**src/rtl/tl_pkg.sv**
```systemverilog
// Shared TileLink-UL definitions: field widths, opcodes and default-width beat structs.
package tl_pkg;

   localparam int unsigned TL_OP_W      = 3;
   localparam int unsigned TL_A_PARAM_W = 3;
   localparam int unsigned TL_D_PARAM_W = 2;
   localparam int unsigned TL_ADDR_W    = 32;
   localparam int unsigned TL_DATA_W    = 32;
   localparam int unsigned TL_SRC_W     = 3;
   localparam int unsigned TL_SINK_W    = 1;
   localparam int unsigned TL_SIZE_W    = 3;

   localparam logic [TL_OP_W-1:0] TL_A_GET              = 3'd4;
   localparam logic [TL_OP_W-1:0] TL_A_PUT_FULL_DATA    = 3'd0;
   localparam logic [TL_OP_W-1:0] TL_A_PUT_PARTIAL_DATA = 3'd1;
   localparam logic [TL_OP_W-1:0] TL_D_ACCESS_ACK       = 3'd0;
   localparam logic [TL_OP_W-1:0] TL_D_ACCESS_ACK_DATA  = 3'd1;

   typedef struct packed {
      logic [TL_OP_W-1:0]      opcode;
      logic [TL_A_PARAM_W-1:0] param;
      logic [TL_SIZE_W-1:0]    size;
      logic [TL_SRC_W-1:0]     source;
      logic [TL_ADDR_W-1:0]    address;
      logic [TL_DATA_W/8-1:0]  mask;
      logic [TL_DATA_W-1:0]    data;
      logic                    corrupt;
   } tl_a_beat_t;

   typedef struct packed {
      logic [TL_OP_W-1:0]      opcode;
      logic [TL_D_PARAM_W-1:0] param;
      logic [TL_SIZE_W-1:0]    size;
      logic [TL_SRC_W-1:0]     source;
      logic [TL_SINK_W-1:0]    sink;
      logic                    denied;
      logic [TL_DATA_W-1:0]    data;
      logic                    corrupt;
   } tl_d_beat_t;

endpackage

```
**src/rtl/tl_queue.sv**
```systemverilog
// Generic valid/ready circular-buffer queue with optional flow-through and pipe modes.
// DEPTH=0 collapses to a plain wire.
module tl_queue #(
   parameter int unsigned WIDTH = 8,
   parameter int unsigned DEPTH = 2,
   parameter bit          FLOW  = 1'b0,
   parameter bit          PIPE  = 1'b0
) (
   input  logic             clock,
   input  logic             reset_n,
   input  logic             i_in_valid,
   output logic             o_in_ready,
   input  logic [WIDTH-1:0] i_in_data,
   output logic             o_out_valid,
   input  logic             i_out_ready,
   output logic [WIDTH-1:0] o_out_data,
   output logic [4:0]       o_count
);

   if (DEPTH == 0) begin : g_wire
      logic w_unused;
      assign w_unused    = clock ^ reset_n;
      assign o_in_ready  = i_out_ready;
      assign o_out_valid = i_in_valid;
      assign o_out_data  = i_in_data;
      assign o_count     = '0;
   end else begin : g_queue
      localparam int unsigned     PTR_W = (DEPTH > 1) ? $clog2(DEPTH) : 1;
      localparam logic [PTR_W-1:0] LAST = PTR_W'(DEPTH - 1);
      localparam logic [4:0]       FULL = 5'(DEPTH);

      logic [WIDTH-1:0] r_mem [DEPTH];
      logic [PTR_W-1:0] r_wptr, r_rptr;
      logic [4:0]       r_count;
      logic             w_empty, w_enq, w_deq, w_write, w_read;

      assign w_empty     = (r_count == 5'd0);
      assign o_in_ready  = (r_count != FULL) | (PIPE & i_out_ready);
      assign o_out_valid = !w_empty | (FLOW & i_in_valid);
      assign w_enq       = i_in_valid & o_in_ready;
      assign w_deq       = o_out_valid & i_out_ready;
      // A bypassed beat (flow-through while empty) never touches storage.
      assign w_write     = w_enq & !(FLOW & w_empty & w_deq);
      assign w_read      = w_deq & !w_empty;
      assign o_out_data  = (FLOW && w_empty) ? i_in_data : r_mem[r_rptr];
      assign o_count     = r_count;

      always_ff @(posedge clock or negedge reset_n) begin
         if (!reset_n) begin
            r_wptr  <= '0;
            r_rptr  <= '0;
            r_count <= '0;
            for (int unsigned i = 0; i < DEPTH; i++) r_mem[i] <= '0;
         end else begin
            if (w_write) begin
               r_mem[r_wptr] <= i_in_data;
               r_wptr        <= (r_wptr == LAST) ? '0 : r_wptr + 1'b1;
            end
            if (w_read) r_rptr <= (r_rptr == LAST) ? '0 : r_rptr + 1'b1;
            r_count <= r_count + 5'(w_write) - 5'(w_read);
         end
      end

      a_out_stable: assert property (@(posedge clock) disable iff (!reset_n)
         (o_out_valid && !i_out_ready) |=> $stable(o_out_data));
      a_count_bound: assert property (@(posedge clock) disable iff (!reset_n)
         r_count <= FULL);
   end

endmodule

```
**src/rtl/tl_channel_buffer.sv**
```systemverilog
// TileLink-UL A/D channel buffer: one independent tl_queue per channel; this level only
// packs and unpacks beats.
module tl_channel_buffer
   import tl_pkg::*;
#(
   parameter int unsigned ADDR_W  = TL_ADDR_W,
   parameter int unsigned DATA_W  = TL_DATA_W,
   parameter int unsigned SRC_W   = TL_SRC_W,
   parameter int unsigned SINK_W  = TL_SINK_W,
   parameter int unsigned SIZE_W  = TL_SIZE_W,
   parameter int unsigned A_DEPTH = 2,
   parameter int unsigned D_DEPTH = 2,
   parameter bit          A_FLOW  = 1'b0,
   parameter bit          D_FLOW  = 1'b0,
   parameter bit          A_PIPE  = 1'b0,
   parameter bit          D_PIPE  = 1'b0
) (
   input  logic                    clock,
   input  logic                    reset_n,
   input  logic                    i_a_valid,
   output logic                    i_a_ready,
   input  logic [TL_OP_W-1:0]      i_a_opcode,
   input  logic [TL_A_PARAM_W-1:0] i_a_param,
   input  logic [SIZE_W-1:0]       i_a_size,
   input  logic [SRC_W-1:0]        i_a_source,
   input  logic [ADDR_W-1:0]       i_a_address,
   input  logic [DATA_W/8-1:0]     i_a_mask,
   input  logic [DATA_W-1:0]       i_a_data,
   input  logic                    i_a_corrupt,
   output logic                    o_a_valid,
   input  logic                    o_a_ready,
   output logic [TL_OP_W-1:0]      o_a_opcode,
   output logic [TL_A_PARAM_W-1:0] o_a_param,
   output logic [SIZE_W-1:0]       o_a_size,
   output logic [SRC_W-1:0]        o_a_source,
   output logic [ADDR_W-1:0]       o_a_address,
   output logic [DATA_W/8-1:0]     o_a_mask,
   output logic [DATA_W-1:0]       o_a_data,
   output logic                    o_a_corrupt,
   input  logic                    i_d_valid,
   output logic                    i_d_ready,
   input  logic [TL_OP_W-1:0]      i_d_opcode,
   input  logic [TL_D_PARAM_W-1:0] i_d_param,
   input  logic [SIZE_W-1:0]       i_d_size,
   input  logic [SRC_W-1:0]        i_d_source,
   input  logic [SINK_W-1:0]       i_d_sink,
   input  logic                    i_d_denied,
   input  logic [DATA_W-1:0]       i_d_data,
   input  logic                    i_d_corrupt,
   output logic                    o_d_valid,
   input  logic                    o_d_ready,
   output logic [TL_OP_W-1:0]      o_d_opcode,
   output logic [TL_D_PARAM_W-1:0] o_d_param,
   output logic [SIZE_W-1:0]       o_d_size,
   output logic [SRC_W-1:0]        o_d_source,
   output logic [SINK_W-1:0]       o_d_sink,
   output logic                    o_d_denied,
   output logic [DATA_W-1:0]       o_d_data,
   output logic                    o_d_corrupt,
   output logic [4:0]              a_count,
   output logic [4:0]              d_count
);

   typedef struct packed {
      logic [TL_OP_W-1:0]      opcode;
      logic [TL_A_PARAM_W-1:0] param;
      logic [SIZE_W-1:0]       size;
      logic [SRC_W-1:0]        source;
      logic [ADDR_W-1:0]       address;
      logic [DATA_W/8-1:0]     mask;
      logic [DATA_W-1:0]       data;
      logic                    corrupt;
   } a_beat_t;

   typedef struct packed {
      logic [TL_OP_W-1:0]      opcode;
      logic [TL_D_PARAM_W-1:0] param;
      logic [SIZE_W-1:0]       size;
      logic [SRC_W-1:0]        source;
      logic [SINK_W-1:0]       sink;
      logic                    denied;
      logic [DATA_W-1:0]       data;
      logic                    corrupt;
   } d_beat_t;

   a_beat_t w_a_in, w_a_out;
   d_beat_t w_d_in, w_d_out;

   assign w_a_in = '{opcode: i_a_opcode, param: i_a_param, size: i_a_size,
                     source: i_a_source, address: i_a_address, mask: i_a_mask,
                     data: i_a_data, corrupt: i_a_corrupt};
   assign w_d_in = '{opcode: i_d_opcode, param: i_d_param, size: i_d_size,
                     source: i_d_source, sink: i_d_sink, denied: i_d_denied,
                     data: i_d_data, corrupt: i_d_corrupt};

   tl_queue #(
      .WIDTH ($bits(a_beat_t)),
      .DEPTH (A_DEPTH),
      .FLOW  (A_FLOW),
      .PIPE  (A_PIPE)
   ) u_a_queue (
      .clock       (clock),
      .reset_n     (reset_n),
      .i_in_valid  (i_a_valid),
      .o_in_ready  (i_a_ready),
      .i_in_data   (w_a_in),
      .o_out_valid (o_a_valid),
      .i_out_ready (o_a_ready),
      .o_out_data  (w_a_out),
      .o_count     (a_count)
   );

   tl_queue #(
      .WIDTH ($bits(d_beat_t)),
      .DEPTH (D_DEPTH),
      .FLOW  (D_FLOW),
      .PIPE  (D_PIPE)
   ) u_d_queue (
      .clock       (clock),
      .reset_n     (reset_n),
      .i_in_valid  (i_d_valid),
      .o_in_ready  (i_d_ready),
      .i_in_data   (w_d_in),
      .o_out_valid (o_d_valid),
      .i_out_ready (o_d_ready),
      .o_out_data  (w_d_out),
      .o_count     (d_count)
   );

   assign o_a_opcode  = w_a_out.opcode;
   assign o_a_param   = w_a_out.param;
   assign o_a_size    = w_a_out.size;
   assign o_a_source  = w_a_out.source;
   assign o_a_address = w_a_out.address;
   assign o_a_mask    = w_a_out.mask;
   assign o_a_data    = w_a_out.data;
   assign o_a_corrupt = w_a_out.corrupt;

   assign o_d_opcode  = w_d_out.opcode;
   assign o_d_param   = w_d_out.param;
   assign o_d_size    = w_d_out.size;
   assign o_d_source  = w_d_out.source;
   assign o_d_sink    = w_d_out.sink;
   assign o_d_denied  = w_d_out.denied;
   assign o_d_data    = w_d_out.data;
   assign o_d_corrupt = w_d_out.corrupt;

endmodule
```
**config.mk**
```make
export PLATFORM = sky130hd
export DESIGN_NAME = tl_channel_buffer
export DESIGN_NICKNAME = d
export VERILOG_FILES = /design/src/rtl/tl_pkg.sv /design/src/rtl/tl_queue.sv /design/src/rtl/tl_channel_buffer.sv
export SDC_FILE = /design/constraint.sdc
export NUM_CORES = 1
export LEC_CHECK = 0
export ABC_AREA = 0
export CAP_MARGIN = 20
export CORE_UTILIZATION = 38
export CTS_CLUSTER_SIZE = 20
export DETAILED_ROUTE_END_ITERATION = 7
export PLACE_DENSITY = 0.6
export SLEW_MARGIN = 10
export SYNTH_ARGS = -nofsm -noshare
export SYNTH_HDL_FRONTEND = slang
export SYNTH_HIERARCHICAL = 1
export SYNTH_SLANG_ARGS = --single-unit
```
**constraint.sdc**
```tcl
create_clock -name clock -period 8.7 [get_ports clock]
set_input_delay 1.74 -clock clock [delete_from_list [all_inputs] [get_ports clock]]
set_output_delay 1.74 -clock clock [all_outputs]
set_load 0.01 [all_outputs]
```
# ---- Word level (Yosys, flattened, before mapping)
# Cells that the tools add are included.
dict set report totals {
  register_bits 268
  in_bits 133
  out_inout_bits 141
  wordCells 58
}
dict set report classes {
  addsub 8
  magnitude_cmp 6
  n_eq_ne 2
  muxes 16
  n_bitwise 10
  reduce_logical 6
}
# cell n
set op_table {}
lappend op_table {{two-way mux 81 bit} 4}
lappend op_table {{two-way mux 46 bit} 4}
lappend op_table {{bitwise mux 162 bit} 1}
lappend op_table {{bitwise mux 92 bit} 1}
lappend op_table {{demux 81 bit (select 1 bit)} 1}
lappend op_table {{demux 46 bit (select 1 bit)} 1}
lappend op_table {{adder 5 x 1 -> 5 bit} 2}
lappend op_table {{zero test 5 bit} 2}
lappend op_table {{inequality test 5 x 2 -> 1 bit, second input constant} 2}
lappend op_table {{subtractor 5 x 1 -> 5 bit} 2}
lappend op_table {{>= comparator 2 bit, second input constant} 4}
lappend op_table {{NOT 1 -> 2 bit} 4}
lappend op_table {{AND 1 bit} 6}
lappend op_table {{adder 1 bit, second input constant} 4}
lappend op_table {{< comparator 2 x 1 -> 1 bit, second input constant} 2}
lappend op_table {{two-way mux 1 bit} 4}
lappend op_table {{logical AND 1 bit} 2}
lappend op_table {{zero test 1 bit} 2}

# ---- Logic depth before layout (Yosys ltp)
# Gate-level depths: netlist of run 1.
dict set report depth {
  word_depth 6
  mapped_depth 12
  ltp_nobuf 12
}

# ---- Cells and area by module
# Netlist of run 1, hierarchy kept.
# module instances cells_each area_per_inst_um2 seq_area_each_um2
set by_module_without_submodules {}
lappend by_module_without_submodules {{tl_queue (u_a_queue)} 1 471 8251.7 4229.1}
lappend by_module_without_submodules {{tl_queue (u_d_queue)} 1 284 4823.4 2477.4}

# ---- Worst setup path before layout of run 1
# OpenSTA, ideal clock, no wires.
dict set report synth_timing {
  path_type {input to register}
  startpoint {input port o_a_ready}
  endpoint {register u_a_queue.g_queue.r_count[4] (netlist: u_a_queue/o_count[4])}
  setup_ps 80
  t_arrival_ps 3164
  required_time_ps 8620
  setup_slack_ps 5456
  cell_stages 9
  n_path_buf 0
  path_cell_list {and2_4 > ha_1 > inv_1 > ha_1 > inv_1 > fa_1 > nand2b_1 > a21oi_1 > xnor2_1}
}
dict set report synth_via {
  elab_chain_len 3
}
# item line_no
set synth_lines {}
lappend synth_lines {{from (decl)} tl_channel_buffer.sv:31} ;# input logic o_a_ready,
lappend synth_lines {{AND 1 bit} tl_queue.sv:41} ;# assign w_deq = o_out_valid & i_out_ready;
lappend synth_lines {{AND 1 bit} tl_queue.sv:44} ;# assign w_read = w_deq & !w_empty;
lappend synth_lines {{subtractor 5 x 1 -> 5 bit} tl_queue.sv:60} ;# r_count <= r_count + 5'(w_write) - 5'(w_read);
lappend synth_lines {{to (signal assigned)} tl_queue.sv:60}
lappend synth_lines {{to (decl)} tl_queue.sv:34} ;# logic [4:0] r_count;
# Every way passes these cells.
# A chain may end at the register's enable or synchronous reset.

# ---- Worst setup path after layout of run 1
dict set report layout_timing {
  startpoint {register u_a_queue.g_queue.r_rptr}
  endpoint {output port o_a_address[24]}
}
dict set report layout_via {
  elab_chain_len 4
}
# item line_no
set layout_lines {}
lappend layout_lines {{from (decl)} tl_queue.sv:33} ;# logic [PTR_W-1:0] r_wptr, r_rptr;
lappend layout_lines {{from (signal assigned)} tl_queue.sv:59} ;# if (w_read) r_rptr <= (r_rptr == LAST) ? '0 : r_rptr + 1'b1;
lappend layout_lines {{NOT 1 -> 2 bit (not written as such)} tl_queue.sv:45} ;# assign o_out_data = (FLOW && w_empty) ? i_in_data : r_mem[r_rptr];
lappend layout_lines {{two-way mux 81 bit (not written as such) (3 in series)} tl_queue.sv:45}
lappend layout_lines {{to (decl)} tl_channel_buffer.sv:36} ;# output logic [ADDR_W-1:0] o_a_address,
# Every way passes these cells. The select of a mux whose other input is x is not followed.

==> qor.yml, run 1 <==
clock_network:
  cts_num_sinks: 268
  cts_setup_buffers: 0
  clockRootBuffer: "clkbuf_16"
  cts-hold-fix-buffers: 0
  htreeDepth: 1
  cts_buffers: 30
  cts_buffer_depth: 3
  cts_tree: "yes"
  clkLatencyLatePin_ns: 0.55
  cts_resized: 0
  cts.reportedPaths.clkPinSlew_ns: 0.06
route:
  avgViaCountPerCell: 4.66
  wl_per_cell_um: 18.4
  drc: 0
  drtIter0Drc: 183
  vias: 6985
  routed_wl_um: 27600
  ant_nets: 0
  drt-pass1-iter-count: 4
critical_path:
  cp_max_fo: 48
  cp_cell_sequence: "buf_4 -> mux2_2 -> clkdlybuf4s50_1"
  crit_path_end_kind: "output port"
  slowest_delay_ns: 0.76
  path_class: "register to output port"
  timing.rr.start: "u_a_queue/o_count[2]$_DFF_PN0_"
  setup.worst_path.end: "o_a_address[24]"
  worst-r2r-cell-count: 12
  start_kind: "register"
  crit_arrival_ns: 2.97
  slowest_stage: "dfrtp_4"
  critPathBufInv: 2
  crit_family: "buffers and inverters"
  rrSetupSlack_ns: 5.64
  crit_required_ns: 6.96
  crit_start: "u_a_queue/g_queue.r_rptr$_DFFE_PN0P_"
  r2r_end: "u_a_queue/o_count[4]$_DFF_PN0_"
  cp.depth: 3
timing:
  rsz0062_at_grt: "false"
  hold_viol: 0
  worstMarginPinSlew_ns: 0.952
  layout_min_cycle_time_ns: 4.71
  fmax_ghz: 0.212
  setup_tns_ns: 0
  finalMaxSlewViolations: 0
  skew_ns: 0.0179
  worst_slack_ns: 3.99
  fin_crit_sh_pct: 54.1
  slew_headroom_pct: 36.5
  setup_violations: 0
logic_synthesis:
  netlist_instances: 755
  synth.area.mux_share_pct: 39.7
  syn_area_um2: 13100
  synth_seq_cells: 268
  synth_simple_gate_area_share_pct: 1.35
  yosysTopAreaCell: "dfrtp_1"
  syn_nets: 902
  synthXorXnorAreaFrac_pct: 0.804
  synth-compound-area-share_pct: 0.268
  yosysUniqueCellTypes: 24
  syn_area_per_cell_um2: 17.3
  yosysWarnings: 6
  synthDominantCellAreaShare_pct: 51.3
  synth_fa_ha_area_share_pct: 1.45
  synth_top_family_by_area: "multiplexers"
  netlist_top_cells_area: "dfrtp_1 (51%), mux2_4 (28%), mux2_2 (12%)"
  ys_seq_area_share_pct: 51.3
global_routing:
  antenna_found_initial: 2
  grt.total_usage_pct: 15.5
  grt_start_max_net_pins: 115
  grt_pass1_wl_um: 43900
  grt_pass1_vias: 7551
  grt_overflow: 0
power_and_ir_drop:
  ir_drop_v: 0.000265
  p_per_area_nw_per_um2: 423
  p_leak_nw: 7.40
  power_mw: 7.13
min_path:
  hp-class: "register to register"
run_status:
  status: "finished clean"
placement:
  dpl_cell_area_um2: 15800
  dp_slack_ns: 4.21
  portBuffers: 273
  hpwl_um: 17500
  place_congestion: 0.765
finish:
  layout.nets: 1172
  fill_cells: 2882
  layout_common_cells: "clkdlybuf4s50_1 (272), dfrtp_1 (266), mux2_4 (240)"
  final_cell_area_um2: 16800
  area_growth_pct: 28.9
  drive_gt1_share_pct: 43.1
  final_common_cell: "clkdlybuf4s50_1"
die:
  initial_utilization_pct: 38.8
  die_h_um: 187
  std_cell_rows: 67
  io_pins: 274
  dieArea_um2: 35200
  fp.dieW_um: 187
  fp.coreArea_um2: 33700
flow_run:
  drv_cap: 0
-- stage by stage --
| stage | std cells | hold slack [ns] | utilization, % |
|---|---|---|---|
| floorplan | 755 | 0.461 | - |
| global placement | 1441 | 0.476 | 47.0 |
| detailed placement | 1441 | 0.480 | 47.0 |
| CTS | 1497 | 0.492 | 50.0 |
| global route | 1497 | 0.515 | 50.0 |
| finish | 1499 | 0.489 | 50.0 |
-- logic make-up (layout without fill, tap and decap cells) --
group                      after synthesis  in the layout
muxes                                  381            381
DFF                                    268            268
buffers and inverters                   56            350
and+or+nand+nor                         18             18
adders and majority gates               14             14
xor gates and xnor gates                12             12
AOI/OAI and AO/OA                        6              6
other                                    0              2
-- synth_stat cells --
cell and instances:
xnor2_1 6, mux2_4 240, dfrtp_1 268, nand2_1 2
inv_1 14, buf_12 27, and3b_1 1, nand2b_1 2
and2_4 2, clkbuf_1 3, buf_2 11, nor2_1 2
and3b_4 1, a21o_1 2, fa_1 2, ha_1 12
xor2_1 6, a21oi_1 4, nor2b_1 2, and3_4 2
mux2_2 141, or4b_2 2, nand4bb_4 2, buf_6 1
-- sequential cells by signal (all words and copies together), names as in the netlist --
name / flops
u_d_queue/o_count: 5
u_a_queue/o_count: 5
u_a_queue/g_queue.r_wptr: 1
u_a_queue/g_queue.r_mem: 162
u_d_queue/g_queue.r_mem: 92
u_d_queue/g_queue.r_wptr: 1
u_d_queue/g_queue.r_rptr: 1
u_a_queue/g_queue.r_rptr: 1
-- per-layer routing --
metal / part of all wire, % / vias up / GRT usage [%]
met1: 49 / 3542 / 23.0
met4: 1.5 / 0 / 3.19
met5: 0 / - / 0
met3: 6.9 / 27 / 4.45
li1: - / 3215 / -
met2: 42 / 201 / 22.5
-- worst min path at each step --
stage	startpoint	end	slack, ns	cells past startpoint
after floorplan	u_d_queue/g_queue.r_wptr$_DFFE_PN0N_	u_d_queue/g_queue.r_wptr$_DFFE_PN0N_	0.46	1
after global placement	u_d_queue/g_queue.r_wptr$_DFFE_PN0N_	u_d_queue/g_queue.r_wptr$_DFFE_PN0N_	0.48	1
after detailed placement	u_d_queue/g_queue.r_wptr$_DFFE_PN0N_	u_d_queue/g_queue.r_wptr$_DFFE_PN0N_	0.48	1
after CTS	u_d_queue/g_queue.r_wptr$_DFFE_PN0N_	u_d_queue/g_queue.r_wptr$_DFFE_PN0N_	0.49	1
after global routing	u_a_queue/g_queue.r_mem[83]$_DFFE_PN0P_	u_a_queue/g_queue.r_mem[83]$_DFFE_PN0P_	0.51	1
final	u_d_queue/g_queue.r_wptr$_DFFE_PN0N_	u_d_queue/g_queue.r_wptr$_DFFE_PN0N_	0.49	1
-- final cells by class --
type	count	area (um2)	share of cell area [%]
well taps	448	561	3.33
clock inverters	9	83.8	0.498
clock buffers	47	935	5.55
flip-flops and latches	268	6710	39.8
inverters	14	52.6	0.312
multi-input cells	431	5700	33.8
diodes	2	5.00	0.0297
repair buffers	280	2800	16.6
-- power breakdown --
| group | internal [mW] | total, mW | switching [mW] |
|---|---|---|---|
| Sequential | 1.90 | 2.31 | 0.415 |
| Combinational | 2.33 | 3.55 | 1.22 |
| Clock | 0.764 | 1.27 | 0.504 |
| Total | 4.99 | 7.13 | 2.14 |
(Power assumes the default switching activity.)
==> run 2: changes to the inputs <==
==> constraint.sdc (replaced) <==
create_clock -name clock -period 4.4 [get_ports clock]
set_input_delay 0.88 -clock clock [delete_from_list [all_inputs] [get_ports clock]]
set_output_delay 0.88 -clock clock [all_outputs]
set_load 0.01 [all_outputs]
==> qor.yml, run 2 (synthesis results as in run 1) <==
finish:
  fin_cells: 1507
  drive_gt1_share_pct: 43.0
  area_growth_pct: 30.1
  layout.nets: 1179
  final_common_cell: "clkdlybuf4s50_1"
  fill_cells: 2871
  largest_register_ffs: 162
  largest_register: "u_a_queue/g_queue.r_mem"
  layout_common_cells: "clkdlybuf4s50_1 (272), dfrtp_1 (266), mux2_4 (240)"
  top_regs: "u_a_queue/g_queue.r_mem: 162 flops, u_d_queue/g_queue.r_mem: 92 flops"
clock_network:
  cts_tree: "yes"
  clkLatencyLatePin_ns: 0.51
  cts_resized: 0
  clockRootBuffer: "clkbuf_16"
  cts_buffers: 34
  cts_num_sinks: 268
  cts.reportedPaths.clkPinSlew_ns: 0.06
  cts_setup_buffers: 0
  cts_buffer_depth: 3
  cts-hold-fix-buffers: 0
  htreeDepth: 2
die:
  initial_utilization_pct: 38.8
  std_cell_rows: 67
  dieArea_um2: 35200
  fp.coreArea_um2: 33700
  die_h_um: 187
  fp.dieW_um: 187
  io_pins: 274
power_and_ir_drop:
  p_seq_share_pct: 32.3
  p_per_area_nw_per_um2: 842
  p_leak_nw: 7.47
  swShare_pct: 30.0
  combinationalPowerShare_pct: 48.9
  intPower_mw: 10.0
  p_sw_mw: 4.30
  ir_drop_v: 0.000431
  clkPwrFrac_pct: 18.8
route:
  ant_nets: 0
  drc: 0
  routed_wl_um: 28000
  drt-pass1-iter-count: 4
  drtIter0Drc: 163
  avgViaCountPerCell: 4.61
  vias: 6946
  wl_per_cell_um: 18.6
run_status:
  status: "finished clean"
timing:
  skew_ns: 0.0178
  setup_tns_ns: 0
  layout_min_cycle_time_ns: 3.44
  slew_headroom_pct: 35.4
  worstMarginPinSlew_ns: 0.969
  hold_viol: 0
  fmax_ghz: 0.291
  rsz0062_at_grt: "false"
  fin_crit_sh_pct: 78.2
  finalMaxSlewViolations: 0
  setup_violations: 0
critical_path:
  crit_required_ns: 3.52
  path_class: "register to output port"
  crit_path_end_kind: "output port"
  cp_max_fo: 43
  crit_arrival_ns: 2.56
  start_kind: "register"
flow_run:
  drv_cap: 0
global_routing:
  antenna_found_initial: 2
  grt_pass1_wl_um: 44900
  grt_overflow: 0
  grt_pass1_vias: 7657
  grt.total_usage_pct: 16.1
  grt_start_max_net_pins: 91
placement:
  place_congestion: 0.742
  portBuffers: 273
  hpwl_um: 17900
  dpl.cell_count: 1444
min_path:
  hp-class: "input pin to asynchronous set/reset pin"
run 2: cell types whose count changed in the layout (fill, tap and decap cells not counted):
cell	delta
inv_6	+1
clkinv_8	-1
clkbuf_16	+5
clkinvlp_4	-1
clkbuf_8	-6
buf_12	+5
clkbuf_1	+5
inv_8	+1
inv_16	+1
buf_4	-2
run 2: cell type report:
class / count / area [um2] / area share, %
repair buffers: 283 / 2890 / 17.0
flip-flops and latches: 268 / 6710 / 39.4
clock inverters: 10 / 100 / 0.588
diodes: 2 / 5.00 / 0.0294
clock buffers: 51 / 996 / 5.85
multi-input cells: 431 / 5700 / 33.5
well taps: 448 / 561 / 3.29
inverters: 14 / 52.6 / 0.309
run 2: stage by stage:
step / hold WS [ns] / total power, mW / area (um2) / setup slack [ns] / utilization [%]
2_1_floorplan: 0.461 / 9.08 / 13100 / 1.48 / -
3_3_place_gp: 0.475 / 11.7 / 15900 / 1.41 / 47.2
3_5_place_dp: 0.486 / 11.7 / 15900 / 1.41 / 47.2
4_1_cts: 0.403 / 14.5 / 17000 / 0.909 / 50.5
5_1_grt: 0.429 / 15.2 / 17000 / 0.852 / 50.5
6_report: 0.376 / 14.3 / 17000 / 0.960 / 50.5
run 2: worst max-delay path, cell delays in order (launching register included):
cell and delay, ns:
dfrtp_4 0.81, buf_12 0.31, mux2_2 0.37, clkdlybuf4s50_1 0.50
run 2: routing by layer:
metal  share of wire [%]  routed length (um)  up-vias  global-route usage [%]
li1                    -                   -     3234                       -
met1                  48               13500     3477                    23.3
met3                 7.8                2190       38                    5.33
met5                   0                   0        -                       0
met4                 1.8                 507        0                    3.97
met2                  42               11800      197                    22.9
run 2: power by group through the flow:
| stage | Combinational, mW | Clock [mW] | Sequential [mW] |
|---|---|---|---|
| 2_1_floorplan | 4.81 | 0 | 4.27 |
| 3_3_place_gp | 6.98 | 0 | 4.67 |
| 3_5_place_dp | 7.04 | 0 | 4.63 |
| 4_1_cts | 7.10 | 2.78 | 4.64 |
| 5_1_grt | 7.46 | 2.89 | 4.80 |
| 6_report | 7.01 | 2.69 | 4.63 |
run 2: path summary, 6_finish.rpt:
check                           cells after the start  slack (ns)                                       to                                 start
worst max-delay path                                3        0.96                             o_a_data[31]  u_a_queue/g_queue.r_rptr$_DFFE_PN0P_
min in group clock                                  1        0.49     u_d_queue/g_queue.r_wptr$_DFFE_PN0N_  u_d_queue/g_queue.r_wptr$_DFFE_PN0N_
worst min register to register                      1        0.49     u_d_queue/g_queue.r_wptr$_DFFE_PN0N_  u_d_queue/g_queue.r_wptr$_DFFE_PN0N_
worst min-delay path                                1        0.38  u_d_queue/g_queue.r_mem[56]$_DFFE_PN0P_                               reset_n
worst max register to register                     12        1.40           u_a_queue/o_count[4]$_DFF_PN0_        u_a_queue/o_count[3]$_DFF_PN0_
max in group asynchronous                           2        3.03     u_a_queue/g_queue.r_wptr$_DFFE_PN0N_                               reset_n
